`config.mk`:
```
export PLATFORM = sky130hd
export DESIGN_NAME = eoc_readout_slave_flat
export DESIGN_NICKNAME = d
export VERILOG_FILES = /design/src/rtl/eoc_readout_slave_if.sv /design/src/rtl/eoc_readout_slave.sv /design/src/flat_wrapper.sv
export SDC_FILE = /design/constraint.sdc
export NUM_CORES = 1
export LEC_CHECK = 0
export CAP_MARGIN = 10
export CORE_AREA = 8 8 125 127
export DETAILED_ROUTE_END_ITERATION = 10
export DIE_AREA = 0 0 133 135
export PLACE_DENSITY = 0.75
export RECOVER_POWER = 50
export SETUP_SLACK_MARGIN = 0.15
export SLEW_MARGIN = 20
export SYNTH_ARGS = -nofsm -noshare
export SYNTH_HDL_FRONTEND = slang
export SYNTH_SLANG_ARGS = --single-unit
```
`constraint.sdc`:
```
create_clock -name wb_clk_i -period 4.7 [get_ports wb_clk_i]
set_input_delay 0.94 -clock wb_clk_i [delete_from_list [all_inputs] [get_ports wb_clk_i]]
set_output_delay 0.94 -clock wb_clk_i [all_outputs]
set_load 0.03 [all_outputs]
```
`src/rtl/eoc_readout_slave_if.sv`:
```
// Wishbone classic 8-bit bus bundle for the EOC readout slave.
// Carries the master-driven request signals and the slave-driven
// ack/val/data return slice that feeds the downstream bus mux.
interface eoc_readout_slave_if;
    logic       wb_cyc_i;
    logic       wb_stb_i;
    logic       wb_we_i;
    logic [7:0] wb_adr_i;
    logic [7:0] wb_dat_i;
    logic [7:0] wb_dat_o;
    logic       wb_ack_o;
    logic       wb_val_o;

    modport master (
        output wb_cyc_i, wb_stb_i, wb_we_i, wb_adr_i, wb_dat_i,
        input  wb_dat_o, wb_ack_o, wb_val_o
    );

    modport slave (
        input  wb_cyc_i, wb_stb_i, wb_we_i, wb_adr_i, wb_dat_i,
        output wb_dat_o, wb_ack_o, wb_val_o
    );
endinterface

```
`src/rtl/eoc_readout_slave.sv`:
```
// End-of-column readout buffer for one double column.
// Hit words are captured into a DEPTH-entry FIFO and read out by a
// Wishbone master as bytes: STATUS, DATA_LO, DATA_HI, DROPS, CTRL.
// Optional macro EOC_TIMESTAMP_EN adds an 8-bit timestamp per entry,
// readable at offset 5, which then becomes the popping read.
module eoc_readout_slave #(
    parameter int         DEPTH = 8,
    parameter logic [7:0] BASE  = 8'h10,
    parameter int         HIT_W = 16
) (
    input  logic             wb_clk_i,
    input  logic             wb_rst_n_i,
    input  logic             hit_valid_i,
    input  logic [HIT_W-1:0] hit_data_i,
    eoc_readout_slave_if.slave wb,
    output logic             fifo_empty_o,
    output logic             fifo_full_o
);
    localparam int AW = $clog2(DEPTH);
    localparam int CW = AW + 1;
`ifdef EOC_TIMESTAMP_EN
    localparam int       EW      = HIT_W + 8;
    localparam bit [2:0] POP_OFF = 3'd5;
`else
    localparam int       EW      = HIT_W;
    localparam bit [2:0] POP_OFF = 3'd2;
`endif

    logic [EW-1:0] r_mem [DEPTH];
    logic [AW-1:0] r_wp, r_rp;
    logic [CW-1:0] r_cnt;
    logic [7:0]    r_drops;
    logic          r_ack;
    logic [7:0]    r_dat;
    logic          r_empty, r_full;
`ifdef EOC_TIMESTAMP_EN
    logic [7:0]    r_ts;
`endif

    logic          w_sel, w_go, w_rd, w_wr;
    logic [2:0]    w_off;
    logic          w_full_now, w_nonempty;
    logic          w_pop, w_flush, w_clr_drops, w_push, w_drop;
    logic [CW-1:0] w_cnt_nxt;
    logic [EW-1:0] w_head, w_entry;
    logic [7:0]    w_cnt8;
    logic [7:0]    w_rdat;
    logic          w_unused;

    assign w_sel       = wb.wb_cyc_i & wb.wb_stb_i & (wb.wb_adr_i[7:3] == BASE[7:3]);
    assign w_off       = wb.wb_adr_i[2:0];
    // A new access is only taken while no ack is outstanding.
    assign w_go        = w_sel & ~r_ack;
    assign w_rd        = w_go & ~wb.wb_we_i;
    assign w_wr        = w_go &  wb.wb_we_i;

    assign w_full_now  = (r_cnt == CW'(DEPTH));
    assign w_nonempty  = (r_cnt != '0);
    assign w_head      = r_mem[r_rp];
    assign w_cnt8      = 8'(r_cnt);

    // Empty-FIFO reads of the popping offset return zero and do not pop.
    assign w_pop       = w_rd & (w_off == POP_OFF) & w_nonempty;
    assign w_flush     = w_wr & (w_off == 3'd4) & wb.wb_dat_i[0];
    assign w_clr_drops = w_wr & (w_off == 3'd4) & wb.wb_dat_i[1];
    // A same-edge pop frees a slot, so a full FIFO still accepts the push.
    assign w_push      = hit_valid_i & ~w_flush & (~w_full_now | w_pop);
    assign w_drop      = hit_valid_i & ~w_flush & w_full_now & ~w_pop;

    assign w_unused    = ^{wb.wb_dat_i[7:2]};

`ifdef EOC_TIMESTAMP_EN
    assign w_entry = {r_ts, hit_data_i};
`else
    assign w_entry = hit_data_i;
`endif

    // Next occupancy: flush clears, otherwise push and pop net out.
    always_comb begin
        w_cnt_nxt = r_cnt;
        if (w_flush)
            w_cnt_nxt = '0;
        else if (w_push && !w_pop)
            w_cnt_nxt = r_cnt + CW'(1);
        else if (w_pop && !w_push)
            w_cnt_nxt = r_cnt - CW'(1);
    end

    // Read data mux, sampled from the pre-edge head and counters.
    always_comb begin
        w_rdat = 8'h00;
        if (w_rd) begin
            case (w_off)
                3'd0: w_rdat = {r_full, r_empty, 2'b00, w_cnt8[3:0]};
                3'd1: if (w_nonempty) w_rdat = w_head[7:0];
                3'd2: if (w_nonempty) w_rdat = w_head[15:8];
                3'd3: w_rdat = r_drops;
`ifdef EOC_TIMESTAMP_EN
                3'd5: if (w_nonempty) w_rdat = w_head[23:16];
`endif
                default: w_rdat = 8'h00;
            endcase
        end
    end

    // FIFO storage; contents need no reset since count gates every read.
    always_ff @(posedge wb_clk_i) begin
        if (w_push)
            r_mem[r_wp] <= w_entry;
    end

    // Pointers, occupancy flags and drop counter.
    always_ff @(posedge wb_clk_i) begin
        if (!wb_rst_n_i) begin
            r_wp    <= '0;
            r_rp    <= '0;
            r_cnt   <= '0;
            r_drops <= 8'h00;
            r_empty <= 1'b1;
            r_full  <= 1'b0;
        end else begin
            if (w_flush) begin
                r_wp <= '0;
                r_rp <= '0;
            end else begin
                if (w_push) r_wp <= r_wp + AW'(1);
                if (w_pop)  r_rp <= r_rp + AW'(1);
            end
            r_cnt   <= w_cnt_nxt;
            r_empty <= (w_cnt_nxt == '0);
            r_full  <= (w_cnt_nxt == CW'(DEPTH));
            if (w_clr_drops)
                r_drops <= 8'h00;
            else if (w_drop && r_drops != 8'hFF)
                r_drops <= r_drops + 8'h01;
        end
    end

    // Bus response: one-cycle ack/val with data, zero data otherwise.
    always_ff @(posedge wb_clk_i) begin
        if (!wb_rst_n_i) begin
            r_ack <= 1'b0;
            r_dat <= 8'h00;
        end else begin
            r_ack <= w_go;
            r_dat <= w_rdat;
        end
    end

`ifdef EOC_TIMESTAMP_EN
    // Free-running wrapping timestamp stored with each pushed word.
    always_ff @(posedge wb_clk_i) begin
        if (!wb_rst_n_i)
            r_ts <= 8'h00;
        else
            r_ts <= r_ts + 8'h01;
    end
`endif

    assign wb.wb_ack_o  = r_ack;
    assign wb.wb_val_o  = r_ack;
    assign wb.wb_dat_o  = r_dat;
    assign fifo_empty_o = r_empty;
    assign fifo_full_o  = r_full;
endmodule

```
`src/flat_wrapper.sv`:
```
// flat-port wrapper written by rule: the top's interface ports become plain ports
module eoc_readout_slave_flat 
#(
    parameter int         DEPTH = 8,
    parameter logic [7:0] BASE  = 8'h10,
    parameter int         HIT_W = 16
)
  (wb_clk_i, wb_rst_n_i, hit_valid_i, hit_data_i, fifo_empty_o, fifo_full_o, wb_wb_cyc_i, wb_wb_stb_i, wb_wb_we_i, wb_wb_adr_i, wb_wb_dat_i, wb_wb_dat_o, wb_wb_ack_o, wb_wb_val_o);
  eoc_readout_slave_if wb_i ();
  input  logic wb_clk_i;
  input  logic wb_rst_n_i;
  input  logic hit_valid_i;
  input  logic [HIT_W-1:0] hit_data_i;
  output logic fifo_empty_o;
  output logic fifo_full_o;
  input wire logic [$bits(wb_i.wb_cyc_i)-1:0] wb_wb_cyc_i;
  input wire logic [$bits(wb_i.wb_stb_i)-1:0] wb_wb_stb_i;
  input wire logic [$bits(wb_i.wb_we_i)-1:0] wb_wb_we_i;
  input wire logic [$bits(wb_i.wb_adr_i)-1:0] wb_wb_adr_i;
  input wire logic [$bits(wb_i.wb_dat_i)-1:0] wb_wb_dat_i;
  output wire logic [$bits(wb_i.wb_dat_o)-1:0] wb_wb_dat_o;
  output wire logic [$bits(wb_i.wb_ack_o)-1:0] wb_wb_ack_o;
  output wire logic [$bits(wb_i.wb_val_o)-1:0] wb_wb_val_o;
  assign wb_i.wb_cyc_i = wb_wb_cyc_i;
  assign wb_i.wb_stb_i = wb_wb_stb_i;
  assign wb_i.wb_we_i = wb_wb_we_i;
  assign wb_i.wb_adr_i = wb_wb_adr_i;
  assign wb_i.wb_dat_i = wb_wb_dat_i;
  assign wb_wb_dat_o = wb_i.wb_dat_o;
  assign wb_wb_ack_o = wb_i.wb_ack_o;
  assign wb_wb_val_o = wb_i.wb_val_o;
  eoc_readout_slave #(.DEPTH(DEPTH), .BASE(BASE), .HIT_W(HIT_W)) u_core (.wb_clk_i(wb_clk_i), .wb_rst_n_i(wb_rst_n_i), .hit_valid_i(hit_valid_i), .hit_data_i(hit_data_i), .wb(wb_i), .fifo_empty_o(fifo_empty_o), .fifo_full_o(fifo_full_o));
endmodule
```
==> out/results.ini <==
[routing]
first_pass_iters = 5
drcViolationCount = 0
antenna_left = 0
routed_wl_um = 13200
vias = 3729
wire_per_inst_um = 20.4
drtIter0Drc = 312
avgViaCountPerCell = 5.76

[timing]
fin_ws_ns = 1.14
fin_crit_ns = 3.56
finClkSkew_ns = 0.00969
relSlewSlack_pct = -1.58
finalSetupTns_ns = 0
period_share_pct = 75.8
worstMarginPinSlew_ns = 1.52
setup_viol = 0
fmax_mhz = 281
slew_violations = 22
rsz0062_at_grt = no
hold_viol = 0

[setup_path]
path_class = register to register
endpoint_kind = register
worstPathMaxFanout = 21
crit_buf_inv = 1
slowest_delay_ns = 1.34
worstPathRequired_ns = 5.01
critPathLaunchType = register
critPathTopFamily = flip-flops
arrival_ns = 3.88
slowest_stage = dfxtp_1
path_cells = clkbuf_1 > mux4_2 > a221oi_1 > a21oi_1 > a22oi_1 > nor2_1

[place]
port-buffer-count = 43
gp_congestion = 0.917
dp_slack_ns = 0.754
place_inst = 615
dp_hpwl_um = 8360

[global_routing]
grt-busiest-layer = met2
grt_pass1_wl_um = 21000
grtUsageMet1_pct = 18.2
grt_max_degree = 23
grt_overflow = 0
use_met2_pct = 26.2
groute.usage.overall_pct = 15.7
grt_pass1_vias = 3832
grt_util_met3_pct = 5.31
grt_antenna_before_repair = 0

[run_status]
violations = max-capacitance violations, max-slew violations
status = complete, but fails checks

[yosys]
synthFlopType = edfxtp_1
synth_cell_types = 53
syn_avg_cell_area_um2 = 16.6
syn-instance-count = 398
ys_seq_elements = 160
syn_area_um2 = 6620
syn_nets = 441
async_flop_share_pct = 0
synth-edff-count = 128
ys_seq_area_share_pct = 67.8
yosysWarningCount = 0

[floorplan]
start_util_pct = 48.6
core_area_um2 = 13600
die_width_um = 133
dieHeight_um = 135
boundaryPins = 50
die-area_um2 = 18000
num_rows = 43

[clock_network]
cts_resized = 0
tritoncts = built
clk_pin_slew_ns = 0.06
numCtsBuffers = 17
postCtsHoldBufs = 0
post_cts.repair.setup_buffers = 0
htreeDepth = 4
insertion_delay_ns = 0.43
root_buffer = clkbuf_16
numClockSinks = 160
cts_buffer_depth = 2

[pwr]
p_per_area_nw_per_um2 = 385
p_leak_nw = 2.55
ir_drop_uv = 281

[hold_path]
holdCritPathClass = register to register

[layout]
areaGrowthSynthToFinish_pct = 18.3
final_cell_mix = edfxtp_1 (128), nor2_1 (37), mux4_2 (32), dfxtp_1 (32), dlygate4sd3_1 (29)
n_antenna_cell = 0
final_cells = 647
drive_above_1_share_pct = 19.5
final_common_cell = edfxtp_1
final_net_count = 497

[flow_run]
maxCapViolCount = 1

## power breakdown
part | internal [mW] | switching (mW)
Clock | 0.732 | 0.544
Combinational | 0.0662 | 0.0937
Sequential | 1.56 | 0.0157
## final timing paths
check	end	slack, ns	cells past startpoint	startpoint
setup / recovery	u_core.wb.wb_dat_o[4]	1.14	6	register
hold / removal	register	0.48	2	u_core.r_rp[1]
hold reg to reg	register	0.48	2	u_core.r_rp[1]
setup reg to reg	u_core.wb.wb_dat_o[4]	1.14	6	register
## sequential cells by signal, indices dropped and copies added (netlist names), named ones only
signal               cells
u_core.r_mem           128
u_core.r_drops           8
u_core.wb.wb_dat_o       8
u_core.r_cnt             4
u_core.r_rp              3
u_core.r_wp              3
u_core.fifo_empty_o      1
u_core.fifo_full_o       1
u_core.wb.wb_ack_o       1
## tightest hold or removal path, delay by kind of cell (launching register included)
family | cells | cell delay (ns)
AOI/OAI and AO/OA | 1 | 0.07
DFF | 1 | 0.31
and+or+nand+nor | 1 | 0.05
## cell usage after synthesis, types with 7 or more instances
library cell / count / share of area (%)
edfxtp_1: 128 / 58
nor2_1: 37 / 2.1
dfxtp_1: 32 / 9.7
mux4_2: 32 / 11
mux2i_1: 18 / 2.7
nand2_1: 15 / 0.85
a21oi_1: 13 / 0.98
clkbuf_1: 12 / 0.68
a22oi_1: 11 / 1.2
xor2_1: 9 / 1.2
nor3_1: 7 / 0.53
## per-layer routing
layer  wire [um]  part of all wire (%)
met1        5460                    41
met2        6570                    50
met3         892                   6.8
met4         286                   2.2
met5           0                     0
## cell families (layout without fill, tap and decap cells)
family | after synthesis | in the layout | synth area share, %
simple gates | 103 | 103 | 9.17
xor+xnor | 13 | 13 | 1.72
mux | 51 | 51 | 13.8
fa+ha+maj | 5 | 5 | 0.945
compound gates | 42 | 42 | 4.82
buf+inv | 24 | 93 | 1.74
flops | 160 | 160 | 67.8
## metrics by stage
stage / util [%] / power [mW] / hold WS, ns / cell area [um2]
5_1_grt: 57.5 / 3.10 / 0.518 / 7830
3_3_place_gp: 53.7 / 1.76 / 0.468 / 7310
6_report: 57.5 / 3.01 / 0.484 / 7830
4_1_cts: 57.8 / 3.04 / 0.489 / 7860
3_5_place_dp: 53.7 / 1.77 / 0.484 / 7310
2_1_floorplan: - / 1.69 / 0.450 / 6620
## layout make-up
type / count / area (um2)
Fill cell: 1019 / 5780
Sequential cell: 160 / 4480
Multi-Input combinational cell: 214 / 2030
Timing Repair Buffer: 56 / 524
Clock buffer: 21 / 440
Tap cell: 180 / 225
Clock inverter: 11 / 108
Inverter: 5 / 18.8
Power figures use the tool's default switching activity.
